--- src/rtl/dadishu_pkg.sv ---
// Shared constants, types and helpers for the whack-a-mole game core.
package dadishu_pkg;

  localparam int          NUM_HOLES = 18;
  localparam int          IDX_W     = 5;
  localparam logic [15:0] LFSR_SEED = 16'hACE1;
  // Taps 16,14,13,11 of a right-shifting Fibonacci LFSR land on bits 0,2,3,5.
  localparam logic [15:0] LFSR_TAPS = 16'h002D;

  localparam int LIFE_MULT_L1 = 8;
  localparam int LIFE_MULT_L2 = 4;
  localparam int LIFE_MULT_L3 = 2;

  typedef enum logic [1:0] {
    SPEED_L1 = 2'd1,
    SPEED_L2 = 2'd2,
    SPEED_L3 = 2'd3
  } speed_e;

  typedef enum logic [1:0] {
    ST_START = 2'd0,
    ST_PLAY  = 2'd1,
    ST_OVER  = 2'd2
  } game_state_e;

  // Active-low segment patterns, bit0 = a ... bit6 = g.
  localparam logic [6:0] SEG_0     = 7'h40;
  localparam logic [6:0] SEG_1     = 7'h79;
  localparam logic [6:0] SEG_2     = 7'h24;
  localparam logic [6:0] SEG_3     = 7'h30;
  localparam logic [6:0] SEG_4     = 7'h19;
  localparam logic [6:0] SEG_5     = 7'h12;
  localparam logic [6:0] SEG_6     = 7'h02;
  localparam logic [6:0] SEG_7     = 7'h78;
  localparam logic [6:0] SEG_8     = 7'h00;
  localparam logic [6:0] SEG_9     = 7'h10;
  localparam logic [6:0] SEG_BLANK = 7'h7F;

  function automatic logic [15:0] lfsr_next(input logic [15:0] s);
    return {^(s & LFSR_TAPS), s[15:1]};
  endfunction

  function automatic logic [6:0] seg7_encode(input logic [3:0] d);
    logic [6:0] r;
    case (d)
      4'd0:    r = SEG_0;
      4'd1:    r = SEG_1;
      4'd2:    r = SEG_2;
      4'd3:    r = SEG_3;
      4'd4:    r = SEG_4;
      4'd5:    r = SEG_5;
      4'd6:    r = SEG_6;
      4'd7:    r = SEG_7;
      4'd8:    r = SEG_8;
      4'd9:    r = SEG_9;
      default: r = SEG_BLANK;
    endcase
    return r;
  endfunction

  // Four-digit BCD increment, holding at 9999.
  function automatic logic [15:0] bcd4_inc(input logic [15:0] v);
    logic [15:0] r;
    logic        c;
    r = v;
    c = (v != 16'h9999);
    for (int i = 0; i < 4; i++) begin
      if (c) begin
        if (r[4*i +: 4] == 4'd9) begin
          r[4*i +: 4] = 4'd0;
          c = 1'b1;
        end else begin
          r[4*i +: 4] = r[4*i +: 4] + 4'd1;
          c = 1'b0;
        end
      end else begin
        c = 1'b0;
      end
    end
    return r;
  endfunction

  // Four-digit BCD decrement, holding at 0000.
  function automatic logic [15:0] bcd4_dec(input logic [15:0] v);
    logic [15:0] r;
    logic        b;
    r = v;
    b = (v != 16'h0000);
    for (int i = 0; i < 4; i++) begin
      if (b) begin
        if (r[4*i +: 4] == 4'd0) begin
          r[4*i +: 4] = 4'd9;
          b = 1'b1;
        end else begin
          r[4*i +: 4] = r[4*i +: 4] - 4'd1;
          b = 1'b0;
        end
      end else begin
        b = 1'b0;
      end
    end
    return r;
  endfunction

endpackage

--- src/rtl/seg7_decode.sv ---
// One BCD digit to an active-low 7-segment pattern; non-decimal codes show blank.
module seg7_decode
  import dadishu_pkg::*;
(
  input  logic [3:0] i_bcd,
  output logic [6:0] o_seg
);

  assign o_seg = seg7_encode(i_bcd);

endmodule

--- src/rtl/dadishu_game.sv ---
// Whack-a-mole game core: mole spawning, hit scoring, countdown timer and display.
// Define DADISHU_MISS_PENALTY_EN to make a miss cost one point (saturating at 0000).
module dadishu_game
  import dadishu_pkg::*;
#(
  parameter int CLK_HZ           = 50_000_000,
  parameter int GAME_SECONDS     = 60,
  parameter int MOLE_BASE_CYCLES = CLK_HZ / 4
) (
  input  logic                 clk,
  input  logic                 rst_n,
  input  logic                 speed1,
  input  logic                 speed2,
  input  logic                 speed3,
  input  logic [NUM_HOLES-1:0] switches,
  output logic [NUM_HOLES-1:0] leds,
  output logic [6:0]           seg_time_tens,
  output logic [6:0]           seg_time_ones,
  output logic [6:0]           seg_score_thou,
  output logic [6:0]           seg_score_hund,
  output logic [6:0]           seg_score_tens,
  output logic [6:0]           seg_score_ones,
  output logic [6:0]           seg_speed
);

  localparam logic [31:0] TICK_LAST      = 32'(CLK_HZ - 1);
  localparam logic [31:0] LIFE_L1        = 32'(LIFE_MULT_L1 * MOLE_BASE_CYCLES - 1);
  localparam logic [31:0] LIFE_L2        = 32'(LIFE_MULT_L2 * MOLE_BASE_CYCLES - 1);
  localparam logic [31:0] LIFE_L3        = 32'(LIFE_MULT_L3 * MOLE_BASE_CYCLES - 1);
  localparam logic [3:0]  TIME_TENS_INIT = 4'(GAME_SECONDS / 10);
  localparam logic [3:0]  TIME_ONES_INIT = 4'(GAME_SECONDS % 10);

  logic [NUM_HOLES-1:0] r_sw_s1, r_sw_s2, r_sw_s3;
  logic [2:0]           r_btn_s1, r_btn_s2, r_btn_s3;
  logic [NUM_HOLES-1:0] w_sw_rise;
  logic [2:0]           w_btn_fall;

  speed_e               r_speed;
  logic [15:0]          r_lfsr;
  game_state_e          r_state;
  logic [NUM_HOLES-1:0] r_leds;
  logic [IDX_W-1:0]     r_mole_idx;
  logic [31:0]          r_life_cnt;
  logic                 r_respawn;
  logic [15:0]          r_score;
  logic [31:0]          r_tick_cnt;
  logic [3:0]           r_time_tens, r_time_ones;

  logic                 w_tick, w_time_end, w_hit, w_expire;
  logic [IDX_W-1:0]     w_rand_idx, w_next_idx;
  logic [NUM_HOLES-1:0] w_spawn_onehot;
  logic [31:0]          w_life_reload;
  logic [15:0]          w_score_next;
`ifdef DADISHU_MISS_PENALTY_EN
  logic                 w_miss;
`endif

  // Two-flop synchronizers plus one delay stage used for edge detection
  always_ff @(posedge clk or negedge rst_n) begin
    if (!rst_n) begin
      r_sw_s1  <= '0;
      r_sw_s2  <= '0;
      r_sw_s3  <= '0;
      r_btn_s1 <= 3'b111;
      r_btn_s2 <= 3'b111;
      r_btn_s3 <= 3'b111;
    end else begin
      r_sw_s1  <= switches;
      r_sw_s2  <= r_sw_s1;
      r_sw_s3  <= r_sw_s2;
      r_btn_s1 <= {speed3, speed2, speed1};
      r_btn_s2 <= r_btn_s1;
      r_btn_s3 <= r_btn_s2;
    end
  end

  assign w_sw_rise  = r_sw_s2 & ~r_sw_s3;
  assign w_btn_fall = ~r_btn_s2 & r_btn_s3;

  // Speed level select; the lower-numbered button wins a tie
  always_ff @(posedge clk or negedge rst_n) begin
    if (!rst_n) begin
      r_speed <= SPEED_L1;
    end else if (r_state == ST_OVER) begin
      r_speed <= r_speed;
    end else if (w_btn_fall[0]) begin
      r_speed <= SPEED_L1;
    end else if (w_btn_fall[1]) begin
      r_speed <= SPEED_L2;
    end else if (w_btn_fall[2]) begin
      r_speed <= SPEED_L3;
    end else begin
      r_speed <= r_speed;
    end
  end

  // Free-running position source
  always_ff @(posedge clk or negedge rst_n) begin
    if (!rst_n) begin
      r_lfsr <= LFSR_SEED;
    end else begin
      r_lfsr <= lfsr_next(r_lfsr);
    end
  end

  // Countdown timer, frozen once the game is over
  always_ff @(posedge clk or negedge rst_n) begin
    if (!rst_n) begin
      r_tick_cnt  <= '0;
      r_time_tens <= TIME_TENS_INIT;
      r_time_ones <= TIME_ONES_INIT;
    end else if (r_state == ST_OVER) begin
      r_tick_cnt <= r_tick_cnt;
    end else begin
      r_tick_cnt <= w_tick ? 32'd0 : r_tick_cnt + 32'd1;
      if (w_tick) begin
        if (r_time_ones == 4'd0) begin
          r_time_ones <= 4'd9;
          r_time_tens <= r_time_tens - 4'd1;
        end else begin
          r_time_ones <= r_time_ones - 4'd1;
        end
      end
    end
  end

  assign w_tick     = (r_tick_cnt == TICK_LAST);
  assign w_time_end = w_tick && (r_time_tens == 4'd0) && (r_time_ones == 4'd1);

  assign w_rand_idx     = IDX_W'(r_lfsr % 16'(NUM_HOLES));
  assign w_next_idx     = (w_rand_idx != r_mole_idx) ? w_rand_idx :
                          (r_mole_idx == IDX_W'(NUM_HOLES - 1)) ? IDX_W'(0) :
                          r_mole_idx + IDX_W'(1);
  assign w_spawn_onehot = {{(NUM_HOLES-1){1'b0}}, 1'b1} << w_next_idx;

  assign w_hit    = |(w_sw_rise & r_leds);
  assign w_expire = (r_leds != '0) && (r_life_cnt == 32'd0);
`ifdef DADISHU_MISS_PENALTY_EN
  assign w_miss   = |(w_sw_rise & ~r_leds);
`endif

  // Mole lifetime reload for the current speed level
  always_comb begin
    w_life_reload = LIFE_L1;
    case (r_speed)
      SPEED_L1: w_life_reload = LIFE_L1;
      SPEED_L2: w_life_reload = LIFE_L2;
      SPEED_L3: w_life_reload = LIFE_L3;
      default:  w_life_reload = LIFE_L1;
    endcase
  end

  // Score update: a hit outranks any misses in the same cycle
  always_comb begin
    w_score_next = r_score;
    if (w_hit) begin
      w_score_next = bcd4_inc(r_score);
`ifdef DADISHU_MISS_PENALTY_EN
    end else if (w_miss) begin
      w_score_next = bcd4_dec(r_score);
`endif
    end else begin
      w_score_next = r_score;
    end
  end

  // Game FSM: spawn, hit, expiry and game-over handling
  always_ff @(posedge clk or negedge rst_n) begin
    if (!rst_n) begin
      r_state    <= ST_START;
      r_leds     <= '0;
      r_mole_idx <= '0;
      r_life_cnt <= '0;
      r_respawn  <= 1'b0;
      r_score    <= '0;
    end else begin
      case (r_state)
        ST_START: begin
          r_leds     <= w_spawn_onehot;
          r_mole_idx <= w_next_idx;
          r_life_cnt <= w_life_reload;
          r_respawn  <= 1'b0;
          r_state    <= ST_PLAY;
        end
        ST_PLAY: begin
          if (w_time_end) begin
            r_state   <= ST_OVER;
            r_leds    <= '0;
            r_respawn <= 1'b0;
          end else begin
            r_score <= w_score_next;
            if (w_hit) begin
              r_leds    <= '0;
              r_respawn <= 1'b1;
            end else if (r_respawn || w_expire) begin
              r_leds     <= w_spawn_onehot;
              r_mole_idx <= w_next_idx;
              r_life_cnt <= w_life_reload;
              r_respawn  <= 1'b0;
            end else if (r_life_cnt != 32'd0) begin
              r_life_cnt <= r_life_cnt - 32'd1;
            end
          end
        end
        ST_OVER: begin
          r_leds <= '0;
        end
        default: begin
          r_state <= ST_START;
          r_leds  <= '0;
        end
      endcase
    end
  end

  assign leds = r_leds;

  seg7_decode u_seg_time_tens  (.i_bcd(r_time_tens),       .o_seg(seg_time_tens));
  seg7_decode u_seg_time_ones  (.i_bcd(r_time_ones),       .o_seg(seg_time_ones));
  seg7_decode u_seg_score_thou (.i_bcd(r_score[15:12]),    .o_seg(seg_score_thou));
  seg7_decode u_seg_score_hund (.i_bcd(r_score[11:8]),     .o_seg(seg_score_hund));
  seg7_decode u_seg_score_tens (.i_bcd(r_score[7:4]),      .o_seg(seg_score_tens));
  seg7_decode u_seg_score_ones (.i_bcd(r_score[3:0]),      .o_seg(seg_score_ones));
  seg7_decode u_seg_speed      (.i_bcd({2'b00, r_speed}),  .o_seg(seg_speed));

endmodule

--- config.mk ---
export PLATFORM = sky130hd
export DESIGN_NAME = dadishu_game
export DESIGN_NICKNAME = d
export VERILOG_FILES = /design/src/rtl/dadishu_pkg.sv /design/src/rtl/seg7_decode.sv /design/src/rtl/dadishu_game.sv
export SDC_FILE = /design/constraint.sdc
export NUM_CORES = 1
export LEC_CHECK = 0
export ABC_AREA = 0
export BUFFER_PORTS_ARGS = -buffer_cell sky130_fd_sc_hd__clkbuf_2
export CORE_MARGIN = 5
export CORE_UTILIZATION = 40
export DETAILED_ROUTE_END_ITERATION = 12
export PLACE_DENSITY = 0.63
export SKIP_LAST_GASP = 1
export SLEW_MARGIN = 40
export SYNTH_ARGS = -nofsm -noshare
export SYNTH_HDL_FRONTEND = slang
export SYNTH_SLANG_ARGS = --single-unit
--- constraint.sdc ---
create_clock -name clk -period 11.2 [get_ports clk]
set_clock_uncertainty 0.1 [all_clocks]
set_input_delay 2.24 -clock clk [delete_from_list [all_inputs] [get_ports clk]]
set_output_delay 2.24 -clock clk [all_outputs]
set_load 0.005 [all_outputs]
==> impl_metrics.json <==
{
  "seq_area_mm2": 0.00490,
  "ff2ff_path_depth": 28,
  "p_leak_nw": 5.38,
  "grt_usage_pct": 16.2,
  "endpoint_kind": "flip-flop",
  "clk_pin_slew_ns": 0.07,
  "initial_core_util_pct": 40.4,
  "dp_slack_ns": 2.59,
  "clock_latency_ns": 0.44,
  "whs_ns": 0.250,
  "finalMaxSlewViolations": 0,
  "drt_pre_antenna_iters": 5,
  "antenna_found_initial": 0,
  "antenna_cells": 0,
  "crit_start": "r_lfsr[2]$_DFF_PN0_",
  "gr-total-overflow": 0,
  "nFillCells": 2651,
  "clk_path_buf_depth": 2,
  "syn_avg_cell_area_um2": 9.12,
  "rsz0062_at_grt": "no",
  "core_mm2": 0.0277,
  "setup_slack_ns": 2.44,
  "finalNonFillerCells": 1682,
  "layout_common_cells": "175 x dfrtp_1, 131 x nand2_1, 125 x nor2_1",
  "die-area_mm2": 0.0314,
  "power_density_mw_per_mm2": 156,
  "clockRootBuffer": "clkbuf_16",
  "dpl.hpwl_mm": 18.0,
  "final_common_cell": "dfrtp_1",
  "io_pins": 90,
  "synth_cell_types": 95,
  "setup_viol": 0,
  "vdd_drop_max_v": 0.000110,
  "drive_above_1_share_pct": 15.0,
  "async_flop_share_pct": 100,
  "grt_pass1_wl_mm": 42.3,
  "start_kind": "flip-flop",
  "syn_nets": 1289,
  "dpl.cell_count": 1650,
  "die_h_um": 177,
  "routed_wl_mm": 25.1,
  "syn_area_mm2": 0.0112,
  "slowest_delay_ns": 0.63,
  "maxCapViolCount": 0,
  "vias": 9094,
  "cts_setup_buffers": 0,
  "ys_seq_elements": 195,
  "yosysTopAreaCellShare_pct": 39.1,
  "r2r-end": "leds[8]$_DFFE_PN0N_",
  "cp.arrival_ns": 8.96,
  "outcome": "finished clean",
  "cpMostUsedCell": "mux2i_1",
  "ant_nets": 0,
  "worstSetupPathType": "flip-flop to flip-flop",
  "numCtsBuffers": 17,
  "synthFlopType": "dfrtp_1",
  "synth_edf_count": 0,
  "htreeDepth": 4,
  "tns_ns": 0,
  "cts_tree": "done",
  "fin_crit_sh_pct": 78.2,
  "nets": 1352,
  "die_x_um": 177,
  "place_congestion": 0.894,
  "endpoint": "leds[8]$_DFFE_PN0N_",
  "cts_resized": 0,
  "cp_data_required_time_ns": 11.40,
  "drt_iter0_drc": 713,
  "wl_per_cell_um": 14.9,
  "grt_pass1_vias": 8555,
  "yosysTopAreaCell": "dfrtp_1",
  "row_count": 61,
  "worst_pin_slew_ns": 0.766,
  "max_slew_margin_pct": 47.5,
  "ys_seq_area_share_pct": 43.8,
  "area_growth_pct": 12.2,
  "port-buffer-count": 88,
  "grt_max_degree": 117,
  "vias_per_cell": 5.41,
  "finalHoldViolations": 0,
  "rr_startpoint": "r_lfsr[2]$_DFF_PN0_",
  "worst_hold_path_type": "flip-flop to flip-flop",
  "multiInputGateArea_mm2": 0.00594,
  "drc": 0,
  "numClockSinks": 195,
  "critPathMaxFanout": 14,
  "period_needed_ns": 8.76,
  "ys_warn_count": 0,
  "max_freq_mhz": 114,
  "yosys-top-cells-area": "dfrtp_1 39%, dfstp_2 4.7%, nand2_1 4.4%",
  "syn_inst": 1228,
  "r2r_slack_ns": 2.44,
  "crit_slowest_cell": "nor3_4",
  "cts_hold_repair.buffers": 0
}
-- flip-flops by register name (all words and copies together), names as in the netlist, 3 cells and up --
register	cells
r_tick_cnt	32
r_mole_idx	5
r_btn_s1	3
r_lfsr	16
r_time_tens	4
leds	18
r_life_cnt	32
r_sw_s3	18
r_sw_s1	18
r_time_ones	4
r_sw_s2	18
r_btn_s3	3
r_score	16
r_btn_s2	3
-- stage by stage --
step / power, mW / util (%) / instance area, µm²
global route: 2.09 / 45.3 / 12600
floorplan: 1.20 / - / 11200
detailed placement: 1.36 / 43.2 / 12000
CTS: 1.99 / 45.3 / 12600
global placement: 1.35 / 43.1 / 11900
finish: 1.96 / 45.3 / 12600
-- layer usage --
layer | part of all wire [%] | vias up | GRT usage [%] | wire, µm
li1 | - | 4529 | - | -
met1 | 49 | 4357 | 23.3 | 12400
met2 | 45 | 196 | 25.1 | 11400
met3 | 4.6 | 12 | 3.65 | 1150
met4 | 0.76 | 0 | 3.51 | 190
met5 | 0 | - | 0 | 0
-- cell families after synthesis --
family                   after synthesis  synth area share (%)
AND/OR/NAND/NOR                      499                  22.3
adder cells (fa/ha/maj)               38                  4.25
flip-flops                           195                  43.8
buffers and inverters                 91                  3.34
AO/OA/AOI/OAI                        311                  18.5
XOR/XNOR                              68                  5.45
multiplexers                          25                  2.34
other                                  1                0.0335
-- cell type report --
cell class                      instances  share of cell area [%]
Timing Repair Buffer                   91                    3.87
Clock inverter                         10                   0.956
Clock buffer                           22                    3.78
Multi-Input combinational cell        942                    47.3
Sequential cell                       195                    39.0
Tap cell                              378                    3.77
Inverter                               44                    1.31
-- how the worst min path moves through the flow --
stage                                      from                     to  slack (ns)  cells past startpoint
final                      r_sw_s1[1]$_DFF_PN0_   r_sw_s2[1]$_DFF_PN0_        0.25                      0
after global routing       r_sw_s1[5]$_DFF_PN0_   r_sw_s2[5]$_DFF_PN0_        0.25                      0
after CTS                  r_sw_s1[5]$_DFF_PN0_   r_sw_s2[5]$_DFF_PN0_        0.25                      0
after detailed placement   r_sw_s1[1]$_DFF_PN0_   r_sw_s2[1]$_DFF_PN0_        0.23                      0
after global placement    r_sw_s1[16]$_DFF_PN0_  r_sw_s2[16]$_DFF_PN0_        0.23                      0
after floorplan            r_sw_s1[0]$_DFF_PN0_   r_sw_s2[0]$_DFF_PN0_        0.23                      0
-- worst max-delay path: cells and delay by family (launching register included) --
family	cells	cell delay, ns
buffers and inverters	1	0.18
muxes	3	1.01
DFF	1	0.49
xor gates and xnor gates	1	0.15
AOI/OAI and AO/OA	9	2.29
and+or+nand+nor	12	3.84
adders and majority gates	2	0.58
-- power breakdown --
part           switching, mW  internal, mW  total (mW)
combinational          0.317         0.185       0.502
clock                  0.269         0.349       0.618
sequential            0.0739         0.770       0.844
total                  0.660          1.30        1.96
-- synthesized netlist by cell type, types with 4 or more instances --
| cell | number |
|---|---|
| a211oi_1 | 8 |
| a21o_1 | 12 |
| a21oi_1 | 77 |
| a22o_1 | 4 |
| a31oi_1 | 26 |
| a41oi_1 | 4 |
| and2_1 | 6 |
| and3_1 | 14 |
| buf_4 | 4 |
| clkbuf_1 | 37 |
| dfrtp_1 | 175 |
| dfstp_2 | 20 |
| ha_1 | 38 |
| inv_1 | 42 |
| mux2_2 | 9 |
| mux2i_1 | 16 |
| nand2_1 | 131 |
| nand2b_1 | 21 |
| nand3_1 | 55 |
| nand3b_1 | 7 |
| nand4_1 | 16 |
| nor2_1 | 126 |
| nor2b_1 | 11 |
| nor3_1 | 29 |
| nor3b_1 | 7 |
| nor4_1 | 16 |
| nor4bb_1 | 4 |
| o211ai_1 | 9 |
| o21a_1 | 4 |
| o21ai_0 | 60 |
| o21ai_1 | 23 |
| o22a_1 | 9 |
| o22ai_1 | 13 |
| o31a_1 | 4 |
| o31ai_1 | 7 |
| or2_2 | 14 |
| or3_1 | 11 |
| or4_1 | 9 |
| xnor2_1 | 42 |
| xor2_1 | 24 |
No activity file was read; power rests on OpenSTA's default activity.
